==> src/rtl/ili9341_spi_driver_pkg.sv <==
// Shared definitions for the ILI9341 SPI driver: panel command set, FSM states
// and the power-up command ROM.
package ili9341_spi_driver_pkg;

    localparam logic [7:0] SWRESET = 8'h01;
    localparam logic [7:0] SLPOUT  = 8'h11;
    localparam logic [7:0] COLMOD  = 8'h3A;
    localparam logic [7:0] MADCTL  = 8'h36;
    localparam logic [7:0] DISPON  = 8'h29;
    localparam logic [7:0] CASET   = 8'h2A;
    localparam logic [7:0] PASET   = 8'h2B;
    localparam logic [7:0] RAMWR   = 8'h2C;

    localparam logic [7:0] COLMOD_RGB565 = 8'h55;
    localparam logic [7:0] MADCTL_BGR    = 8'h48;

    localparam int INIT_LEN = 7;
    localparam int WIN_LEN  = 11;

    typedef enum logic [2:0] {
        ST_INIT,
        ST_DELAY,
        ST_WINDOW,
        ST_STREAM,
        ST_PAUSE
    } state_t;

    typedef enum logic [1:0] {
        DLY_NONE,
        DLY_SWRESET,
        DLY_SLPOUT
    } dly_sel_t;

    typedef struct packed {
        logic     dc;
        logic [7:0] data;
        dly_sel_t dly;
    } rom_entry_t;

    function automatic rom_entry_t init_rom(input logic [2:0] idx);
        case (idx)
            3'd0:    return '{1'b0, SWRESET, DLY_SWRESET};
            3'd1:    return '{1'b0, SLPOUT, DLY_SLPOUT};
            3'd2:    return '{1'b0, COLMOD, DLY_NONE};
            3'd3:    return '{1'b1, COLMOD_RGB565, DLY_NONE};
            3'd4:    return '{1'b0, MADCTL, DLY_NONE};
            3'd5:    return '{1'b1, MADCTL_BGR, DLY_NONE};
            default: return '{1'b0, DISPON, DLY_NONE};
        endcase
    endfunction

endpackage

==> src/rtl/spi_byte_tx.sv <==
// Mode-0 SPI byte shifter: one start pulse sends 8 bits MSB first in 16 cycles;
// done marks the last cycle so a new start there gives back-to-back bytes.
module spi_byte_tx (
    input  logic       clk_out,
    input  logic       rst,
    input  logic       start,
    input  logic [7:0] data_in,
    input  logic       dc_in,
    output logic       sck,
    output logic       mosi,
    output logic       dc,
    output logic       busy,
    output logic       done
);

    logic [3:0] cnt;
    logic [6:0] shreg;

    assign done = busy && (cnt == 4'd15);

    always_ff @(posedge clk_out) begin
        if (!rst) begin
            busy <= 1'b0;
            cnt  <= 4'd0;
            sck  <= 1'b0;
            mosi <= 1'b0;
            dc   <= 1'b0;
        end else if (start) begin
            busy <= 1'b1;
            cnt  <= 4'd0;
            sck  <= 1'b0;
            mosi <= data_in[7];
            dc   <= dc_in;
        end else if (busy) begin
            cnt <= cnt + 4'd1;
            if (done) begin
                busy <= 1'b0;
                sck  <= 1'b0;
            end else if (!cnt[0]) begin
                sck <= 1'b1;
            end else begin
                // falling SCK edge is where the next bit is presented
                sck  <= 1'b0;
                mosi <= shreg[6];
            end
        end
    end

    always_ff @(posedge clk_out) begin
        if (start) begin
            shreg <= data_in[6:0];
        end else if (busy && cnt[0] && !done) begin
            shreg <= {shreg[5:0], 1'b0};
        end
    end

endmodule

==> src/rtl/ili9341_spi_driver.sv <==
// ILI9341 4-wire SPI driver: power-up command ROM, full-screen address window,
// then RGB565 pixel streaming paced by the data_clk request strobe.
module ili9341_spi_driver
    import ili9341_spi_driver_pkg::*;
#(
    parameter int CLK_HZ      = 62_500_000,
    parameter int WIDTH       = 240,
    parameter int HEIGHT      = 240,
    parameter int SWRESET_DLY = CLK_HZ / 200,
    parameter int SLPOUT_DLY  = CLK_HZ / 8
) (
    input  logic        clk_out,
    input  logic        rst,
    input  logic        frame_done,
    input  logic [15:0] input_data,
    output logic        spi_mosi,
    output logic        spi_sck,
    output logic        spi_cs,
    output logic        spi_dc,
    output logic        data_clk
);

    localparam int NPIX  = WIDTH * HEIGHT;
    localparam int PIX_W = (NPIX > 1) ? $clog2(NPIX) : 1;
    localparam logic [15:0]      W_MAX       = 16'(WIDTH - 1);
    localparam logic [15:0]      H_MAX       = 16'(HEIGHT - 1);
    localparam logic [PIX_W-1:0] PIX_LAST    = PIX_W'(NPIX - 1);
    localparam logic [31:0]      SWRESET_CNT = 32'(SWRESET_DLY);
    localparam logic [31:0]      SLPOUT_CNT  = 32'(SLPOUT_DLY);
    localparam logic [2:0]       INIT_LAST   = 3'(INIT_LEN - 1);
    localparam logic [3:0]       WIN_LAST    = 4'(WIN_LEN - 1);

    // {dc, byte} of the address-window sequence
    function automatic logic [8:0] win_entry(input logic [3:0] idx);
        case (idx)
            4'd0:    return {1'b0, CASET};
            4'd3:    return {1'b1, W_MAX[15:8]};
            4'd4:    return {1'b1, W_MAX[7:0]};
            4'd5:    return {1'b0, PASET};
            4'd8:    return {1'b1, H_MAX[15:8]};
            4'd9:    return {1'b1, H_MAX[7:0]};
            4'd10:   return {1'b0, RAMWR};
            default: return {1'b1, 8'h00};
        endcase
    endfunction

    state_t           state, state_n;
    logic [2:0]       rom_idx, rom_idx_n;
    logic [3:0]       win_idx, win_idx_n;
    logic [31:0]      delay_cnt, delay_cnt_n;
    logic             lo_byte, lo_byte_n;
    logic [PIX_W-1:0] pix_cnt, pix_cnt_n;
    logic [7:0]       pix_lo;
    logic             pix_start;
    logic             cs_n, data_clk_n;
    logic             tx_start, tx_dc, tx_busy, tx_done;
    logic [7:0]       tx_byte;
    rom_entry_t       cur_ent, nxt_ent;

    assign cur_ent = init_rom(rom_idx);
    assign nxt_ent = init_rom(rom_idx + 3'd1);

    spi_byte_tx u_tx (
        .clk_out (clk_out),
        .rst     (rst),
        .start   (tx_start),
        .data_in (tx_byte),
        .dc_in   (tx_dc),
        .sck     (spi_sck),
        .mosi    (spi_mosi),
        .dc      (spi_dc),
        .busy    (tx_busy),
        .done    (tx_done)
    );

    always_comb begin
        state_n     = state;
        rom_idx_n   = rom_idx;
        win_idx_n   = win_idx;
        delay_cnt_n = delay_cnt;
        lo_byte_n   = lo_byte;
        pix_cnt_n   = pix_cnt;
        cs_n        = spi_cs;
        data_clk_n  = 1'b0;
        tx_start    = 1'b0;
        tx_dc       = 1'b0;
        tx_byte     = 8'h00;
        pix_start   = 1'b0;

        unique case (state)
            ST_INIT: begin
                tx_dc   = cur_ent.dc;
                tx_byte = cur_ent.data;
                // a burst opens with one cycle of CS low before the first bit
                if (spi_cs) begin
                    cs_n = 1'b0;
                end else if (!tx_busy) begin
                    tx_start = 1'b1;
                end else if (tx_done) begin
                    if (cur_ent.dly != DLY_NONE) begin
                        state_n     = ST_DELAY;
                        rom_idx_n   = rom_idx + 3'd1;
                        delay_cnt_n = (cur_ent.dly == DLY_SWRESET) ? SWRESET_CNT : SLPOUT_CNT;
                    end else if (rom_idx == INIT_LAST) begin
                        state_n            = ST_WINDOW;
                        win_idx_n          = 4'd0;
                        tx_start           = 1'b1;
                        {tx_dc, tx_byte}   = win_entry(4'd0);
                    end else begin
                        rom_idx_n = rom_idx + 3'd1;
                        tx_start  = 1'b1;
                        tx_dc     = nxt_ent.dc;
                        tx_byte   = nxt_ent.data;
                    end
                end
            end
            ST_DELAY: begin
                cs_n = 1'b1;
                if (delay_cnt == 32'd0) begin
                    state_n = ST_INIT;
                end else begin
                    delay_cnt_n = delay_cnt - 32'd1;
                end
            end
            ST_WINDOW: begin
                {tx_dc, tx_byte} = win_entry(win_idx);
                if (spi_cs) begin
                    cs_n = 1'b0;
                end else if (!tx_busy) begin
                    tx_start = 1'b1;
                end else if (tx_done) begin
                    if (win_idx == WIN_LAST) begin
                        state_n = ST_STREAM;
                    end else begin
                        win_idx_n        = win_idx + 4'd1;
                        tx_start         = 1'b1;
                        {tx_dc, tx_byte} = win_entry(win_idx + 4'd1);
                    end
                end
            end
            ST_STREAM: begin
                tx_dc   = 1'b1;
                tx_byte = input_data[15:8];
                // frame_done is only honoured once the low byte has finished
                if (!tx_busy) begin
                    pix_start = 1'b1;
                end else if (tx_done) begin
                    if (!lo_byte) begin
                        tx_start  = 1'b1;
                        tx_byte   = pix_lo;
                        lo_byte_n = 1'b1;
                    end else if (frame_done) begin
                        state_n = ST_PAUSE;
                    end else begin
                        pix_start = 1'b1;
                    end
                end
                if (pix_start) begin
                    tx_start   = 1'b1;
                    data_clk_n = 1'b1;
                    lo_byte_n  = 1'b0;
                    pix_cnt_n  = (pix_cnt == PIX_LAST) ? '0 : pix_cnt + 1'b1;
                end
            end
            ST_PAUSE: begin
                cs_n = 1'b1;
                if (!frame_done) begin
                    state_n   = ST_WINDOW;
                    win_idx_n = 4'd0;
                    pix_cnt_n = '0;
                end
            end
            default: state_n = ST_INIT;
        endcase
    end

    always_ff @(posedge clk_out) begin
        if (!rst) begin
            state     <= ST_INIT;
            rom_idx   <= 3'd0;
            win_idx   <= 4'd0;
            delay_cnt <= 32'd0;
            lo_byte   <= 1'b0;
            pix_cnt   <= '0;
            spi_cs    <= 1'b1;
            data_clk  <= 1'b0;
        end else begin
            state     <= state_n;
            rom_idx   <= rom_idx_n;
            win_idx   <= win_idx_n;
            delay_cnt <= delay_cnt_n;
            lo_byte   <= lo_byte_n;
            pix_cnt   <= pix_cnt_n;
            spi_cs    <= cs_n;
            data_clk  <= data_clk_n;
        end
    end

    // the high byte goes straight to the shifter; the low byte waits here
    always_ff @(posedge clk_out) begin
        if (pix_start) begin
            pix_lo <= input_data[7:0];
        end
    end

endmodule

==> config.mk <==
export PLATFORM = sky130hd
export DESIGN_NAME = ili9341_spi_driver
export DESIGN_NICKNAME = d
export VERILOG_FILES = /design/src/rtl/ili9341_spi_driver_pkg.sv /design/src/rtl/spi_byte_tx.sv /design/src/rtl/ili9341_spi_driver.sv
export SDC_FILE = /design/constraint.sdc
export NUM_CORES = 1
export LEC_CHECK = 0
export CORE_MARGIN = 8
export CORE_UTILIZATION = 25
export CTS_BUF_LIST = sky130_fd_sc_hd__clkbuf_4 sky130_fd_sc_hd__clkbuf_8 sky130_fd_sc_hd__clkbuf_16
export CTS_CLUSTER_DIAMETER = 200
export CTS_CLUSTER_SIZE = 25
export DETAILED_ROUTE_END_ITERATION = 10
export SETUP_SLACK_MARGIN = 0.3
export SLEW_MARGIN = 20
export SYNTH_ARGS = -nofsm -noshare
export SYNTH_HDL_FRONTEND = slang
export SYNTH_SLANG_ARGS = --single-unit
==> constraint.sdc <==
create_clock -name clk_out -period 4.7 [get_ports clk_out]
set_input_delay 1.41 -clock clk_out [delete_from_list [all_inputs] [get_ports clk_out]]
set_output_delay 1.41 -clock clk_out [all_outputs]
set_load 0.02 [all_outputs]
* Word-level counts from Yosys, hierarchy flattened
Index checks and enable logic that the tools add are counted. W data, S select, Z words.
Operators by class: add/sub/neg operators 4, equal/unequal tests 46, mux-type cells 98, bitwise gates (word level) 2, reduce and logical (&&, ||, !) cells 31
Operator list (number):
- $mux W32 | 5
- $pmux W11 S6 | 2
- $mux W8 | 12
- $pmux W9 S4 | 2
- $pmux W32 S2 | 1
- $mux W3 | 17
- $mux W1 | 40
- $mux W4 | 10
- $logic_not A32 Y1 | 1
- $sub A32 B1 Y32 const B | 1
- $ne A2 B2 Y1 const B | 14
- $pmux W8 S3 | 1
- $mux W23 | 1
- $eq A4 B4 Y1 const B | 5
- $eq A3 B2 Y1 const B | 6
- $eq A3 B3 Y1 const B | 6
- $eq A4 B3 Y1 const B | 4
- $reduce_bool A2 Y1 | 8
- $pmux W3 S5 | 1
- $mux W7 | 2
- $reduce_and A14 Y1 | 1
- $ne A2 B1 Y1 const B | 6
- $pmux W4 S3 | 1
- $reduce_and A11 Y1 | 1
- 18 further kinds | 33
Storage, ports and cells: register bits 68, bits of input ports 19, output and inout bits 5, word-level logic and storage cells 195

* Depth between registers and ports, before layout
depth after elaboration 10, gate-level depth with buffers 11, gate-level depth less buffers 8

* Cells and area by module
Synthesis repeated with hierarchy kept, for this count alone.
Unflattened totals: cell total of the unflattened synthesis 522, area total of the unflattened synthesis 4376.7 µm²
Modules (own cells, without submodules):
- ili9341_spi_driver | times used 1, cells each 471, area an instance 3744.8 µm², seq. area each 1141.1 µm²
- spi_byte_tx | times used 1, cells each 51, area an instance 631.9 µm², seq. area each 370.4 µm²

* Least setup slack after synthesis
Ideal clock, no wire load.
path kind register to register, start reg delay_cnt[10], end reg delay_cnt[27], library setup time 0.059 ns, arrival 2.955 ns, data required time 4.641 ns, slack 1.686 ns, cell stages (with the launch flop) 10, buffers on the path 3, clock period less this slack 3.014 ns, cell sequence dfxtp_1 -> buf_6 -> or4_1 -> buf_2 -> or4_1 -> or4_1 -> clkbuf_2 -> or4_1 -> or4_1 -> nand2_1
Between the ends: longest elaborated chain between the ends 3, elaborated cells on any way between the ends 6, classes of those cells add/sub (1); eq/ne (1); mux (2); reduce/logical (2)
Ends and longest elaborated chain:
- start, declared | RTL line ili9341_spi_driver.sv:50 | logic [31:0] delay_cnt, delay_cnt_n;
- start signal, assigned | RTL line ili9341_spi_driver.sv:191 | delay_cnt <= delay_cnt_n;
- $sub A32 B1 Y32 or $logic_not A32 Y1 (tied branches) | RTL line ili9341_spi_driver.sv:122, ili9341_spi_driver.sv:119
- $mux W32 or $ne A2 B2 Y1 (tied branches)
- $pmux W32 S2 or $reduce_and A6 Y1 (tied branches)
Several ways; a longest one is shown, not always the timed one. The select of a mux whose other input is x is not followed. A chain may end at the register's enable or synchronous reset.

* Final worst setup path
Ends and elaborated chain as after synthesis.

==> run_results.csv <==
group,metric,value,unit
synthesis,synth_edf_count,15,
die,die_area,21620,µm²
clock_network,tritoncts,"done",
synthesis,synth_nets,569,
flow_run,cap_viol_max_count,0,
critical_path,reg2reg_to,"delay_cnt[27]$_SDFFE_PN0P_",
timing,rsz0062_at_grt,"no",
die,fp-row-count,48,
place,hpwl,8.091,mm
timing,tightest_slew,0.9363,ns
critical_path,worstSetupPathType,"flop to flop",
power_and_ir_drop,p_per_area,288.6,nW/µm²
critical_path,path_max_fanout,11,
clock_network,clk_path_buf_depth,2,
die,die_w,147.0,µm
synthesis,yosysTopAreaCell,"dfxtp_1",
critical_path,worst_setup_path_start_kind,"flop",
drt,drtIter0Drc,359,
timing,slew_headroom,37.58,%
global_routing,grt_pass1_wl,19.26,mm
critical_path,critical_path.reg2reg.startpoint,"delay_cnt[10]$_SDFFE_PN0P_",
drt,wirelength,11.40,mm
synthesis,netlist_instances,538,
cells_and_area,antennaDiodeCount,0,
critical_path,r2r_cells,6,
drt,first_pass_iters,5,
critical_path,r2r_slack,1.37,ns
drt,vias,4064,
power_and_ir_drop,irDropWorstVdd,139.6,µV
critical_path,crit_arrival,3.61,ns
cells_and_area,nets,573,
die,initial_utilization,25.17,%
cells_and_area,final_cell_mix,"nor2_1 (54), dfxtp_1 (53), a21oi_1 (48)",
min_path,min_from,"delay_cnt[20]$_SDFFE_PN0P_",
cells_and_area,nFillCells,1835,
clock_network,cts_inserted_buffers,9,
clock_network,clk_latency,0.33,ns
timing,fin_crit_sh,70.87,%
power_and_ir_drop,leakage,1.825,nW
min_path,hold-path-cell-count,2,
critical_path,critPathRequiredTime,4.98,ns
timing,maxSlewViolCount,0,
synthesis,synth_ff_type,"dfxtp_1",
critical_path,critPathCaptureType,"flop",
min_path,holdPathEnd,"delay_cnt[20]$_SDFFE_PN0P_",
place,place.port_buffers,23,
synthesis,ys_types,64,
synthesis,synth-seq-cells,68,
place,place_congestion,0.8087,
cells_and_area,fin_util,29.67,%
clock_network,cts_resized,0,
synthesis,synth.yosys.seq_area_share,35.21,%
timing,final.setup.tns,0,ns
die,ioPinCount,24,
global_routing,grt_max_degree,24,
min_path,min_path_type,"flop to flop",
drt,remaining_drc_errors,0,
global_routing,grt_use_total,10.68,%
cells_and_area,syn2layout_area_growth,17.90,%
timing,period_minus_slack,3.331,ns
drt,ant_nets,0,
critical_path,crit_slowest_cell,"or4_1",
critical_path,max_stage_delay,0.68,ns
clock_network,root_buffer,"clkbuf_16",
cells_and_area,layout-drive-gt1-share,6.764,%
die,fp.coreArea,17060,µm²
clock_network,ctsHoldBuffers,0,
critical_path,path_cells,"or4_1 > or4_1 > or4_1 > or4_1 > or4_1 > nand2_1",
synthesis,synth_top_area_share,24.72,%
synthesis,synth_area_leaders,"dfxtp_1 (25%), edfxtp_1 (10%), a21oi_1 (5.6%)",
drt,wl_per_cell,14.77,µm
synthesis,synth_area,4293,µm²
critical_path,critPathMostFrequentCell,"or4_1",
cells_and_area,final_common_cell,"nor2_1",
clock_network,htreeDepth,3,
synthesis,async_flop_share,0,%
synthesis,avgSynthCellArea,7.979,µm²
die,die_h,147.0,µm
global_routing,antenna_found_initial,0,
status,outcome,"completed",
timing,hold_viol_final,0,
timing,fmax,0.3002,GHz
clock_network,cts_sinks,68,
timing,setup_viol,0,
critical_path,cp.buffers_inverters,0,
clock_network,clkTransAtPathRegs,0.06,ns
global_routing,first_global_vias,3790,
clock_network,postCtsSetupBuffers,0,
synthesis,ys.warnings.count,0,
drt,viasPerCell,5.264,
timing,finClkSkew,0.005872,ns
critical_path,path_depth,6,
critical_path,cpLargestDelayFamily,"simple AND/OR/NAND/NOR gates",
global_routing,gr-total-overflow,0,
## cells by family after synthesis
family          count (synthesis)  synth area share (%)
xor+xnor                       10                 2.040
compound gates                183                 27.66
fa+ha+maj                      12                 3.497
simple gates                  198                 23.20
buf+inv                        52                 4.780
flops                          68                 35.21
mux                            15                 3.614
## synth_stat cells, types with 3 or more instances
cell type,instances
mux2_2,4
or3_1,10
mux2i_1,11
o21bai_1,3
nor3_1,23
nand2b_1,5
nand3b_1,3
nand2_1,37
nand3_1,15
nor2b_1,5
and2_1,5
a22o_1,4
o221a_2,4
and3_1,3
o211ai_1,7
nor4_1,14
a32oi_1,3
ha_1,12
xor2_1,7
nand4_1,4
nor3b_1,3
dfxtp_1,53
or4_1,8
a31oi_1,14
xnor2_1,3
a22oi_1,3
clkbuf_1,34
inv_1,14
nor2_1,54
a21oi_1,48
edfxtp_1,15
o31a_1,4
o2111ai_1,3
o22a_1,3
o31ai_1,3
o21a_1,12
o21ai_0,47
## power by group
part | switching, W | internal, W
registers | 0.00000985 | 0.000612
logic | 0.0000359 | 0.0000351
clock network | 0.000256 | 0.000511
## worst max-delay path by stage
stage / slack, ns / startpoint / endpoint
after floorplan: 1.69 / delay_cnt[10]$_SDFFE_PN0P_ / delay_cnt[27]$_SDFFE_PN0P_
after detailed placement: 1.38 / rst / delay_cnt[27]$_SDFFE_PN0P_
after global routing: 1.12 / rom_idx[0]$_SDFFE_PN0P_ / u_tx.shreg[5]$_DFFE_PP_
final: 1.37 / delay_cnt[10]$_SDFFE_PN0P_ / delay_cnt[27]$_SDFFE_PN0P_
after global placement: 1.37 / rst / delay_cnt[27]$_SDFFE_PN0P_
after CTS: 1.40 / delay_cnt[10]$_SDFFE_PN0P_ / delay_cnt[27]$_SDFFE_PN0P_
## routing by layer
layer / up-vias / global-route usage (%) / part of all wire, %
met5: - / 0 / 0
met4: 0 / 3.927 / 1.6
met3: 18 / 2.430 / 4.2
met2: 92 / 16.77 / 46
met1: 1931 / 14.01 / 48
li1: 2023 / - / -
## sequential cells by signal (all words and copies together), names as in the netlist
name        flops
data_clk        1
delay_cnt      32
lo_byte         1
pix_lo          8
rom_idx         3
spi_cs          1
state           3
u_tx.busy       1
u_tx.cnt        4
u_tx.dc         1
u_tx.mosi       1
u_tx.sck        1
u_tx.shreg      7
win_idx         4
## final cells by class
class,instances,area (µm²),share of cell area (%)
timing repair buffer,31,290.3,5.735
tap,225,281.5,5.562
multi-input combinational,418,2581,51.00
clock inverter,5,80.08,1.582
sequential,68,1511,29.86
clock buffer,11,264.0,5.216
inverter,14,52.55,1.038
## worst register-to-register path: cells and delay by family (launching register included)
kind | cells | cell delay [ns]
DFF | 1 | 0.37
and+or+nand+nor | 6 | 2.90
## metrics by stage
step	total power, W	instance area (µm²)	worst slack [ns]	hold WS, ns	instances
global route	0.001512	5061	1.119	0.5036	772
global placement	0.0007059	4717	1.375	0.4674	756
detailed placement	0.0007068	4717	1.383	0.4711	756
CTS	0.001482	5061	1.399	0.4837	772
floorplan	0.0006708	4293	1.686	0.4443	538
finish	0.001460	5061	1.369	0.4794	772
Power figures use the tool's default switching activity.
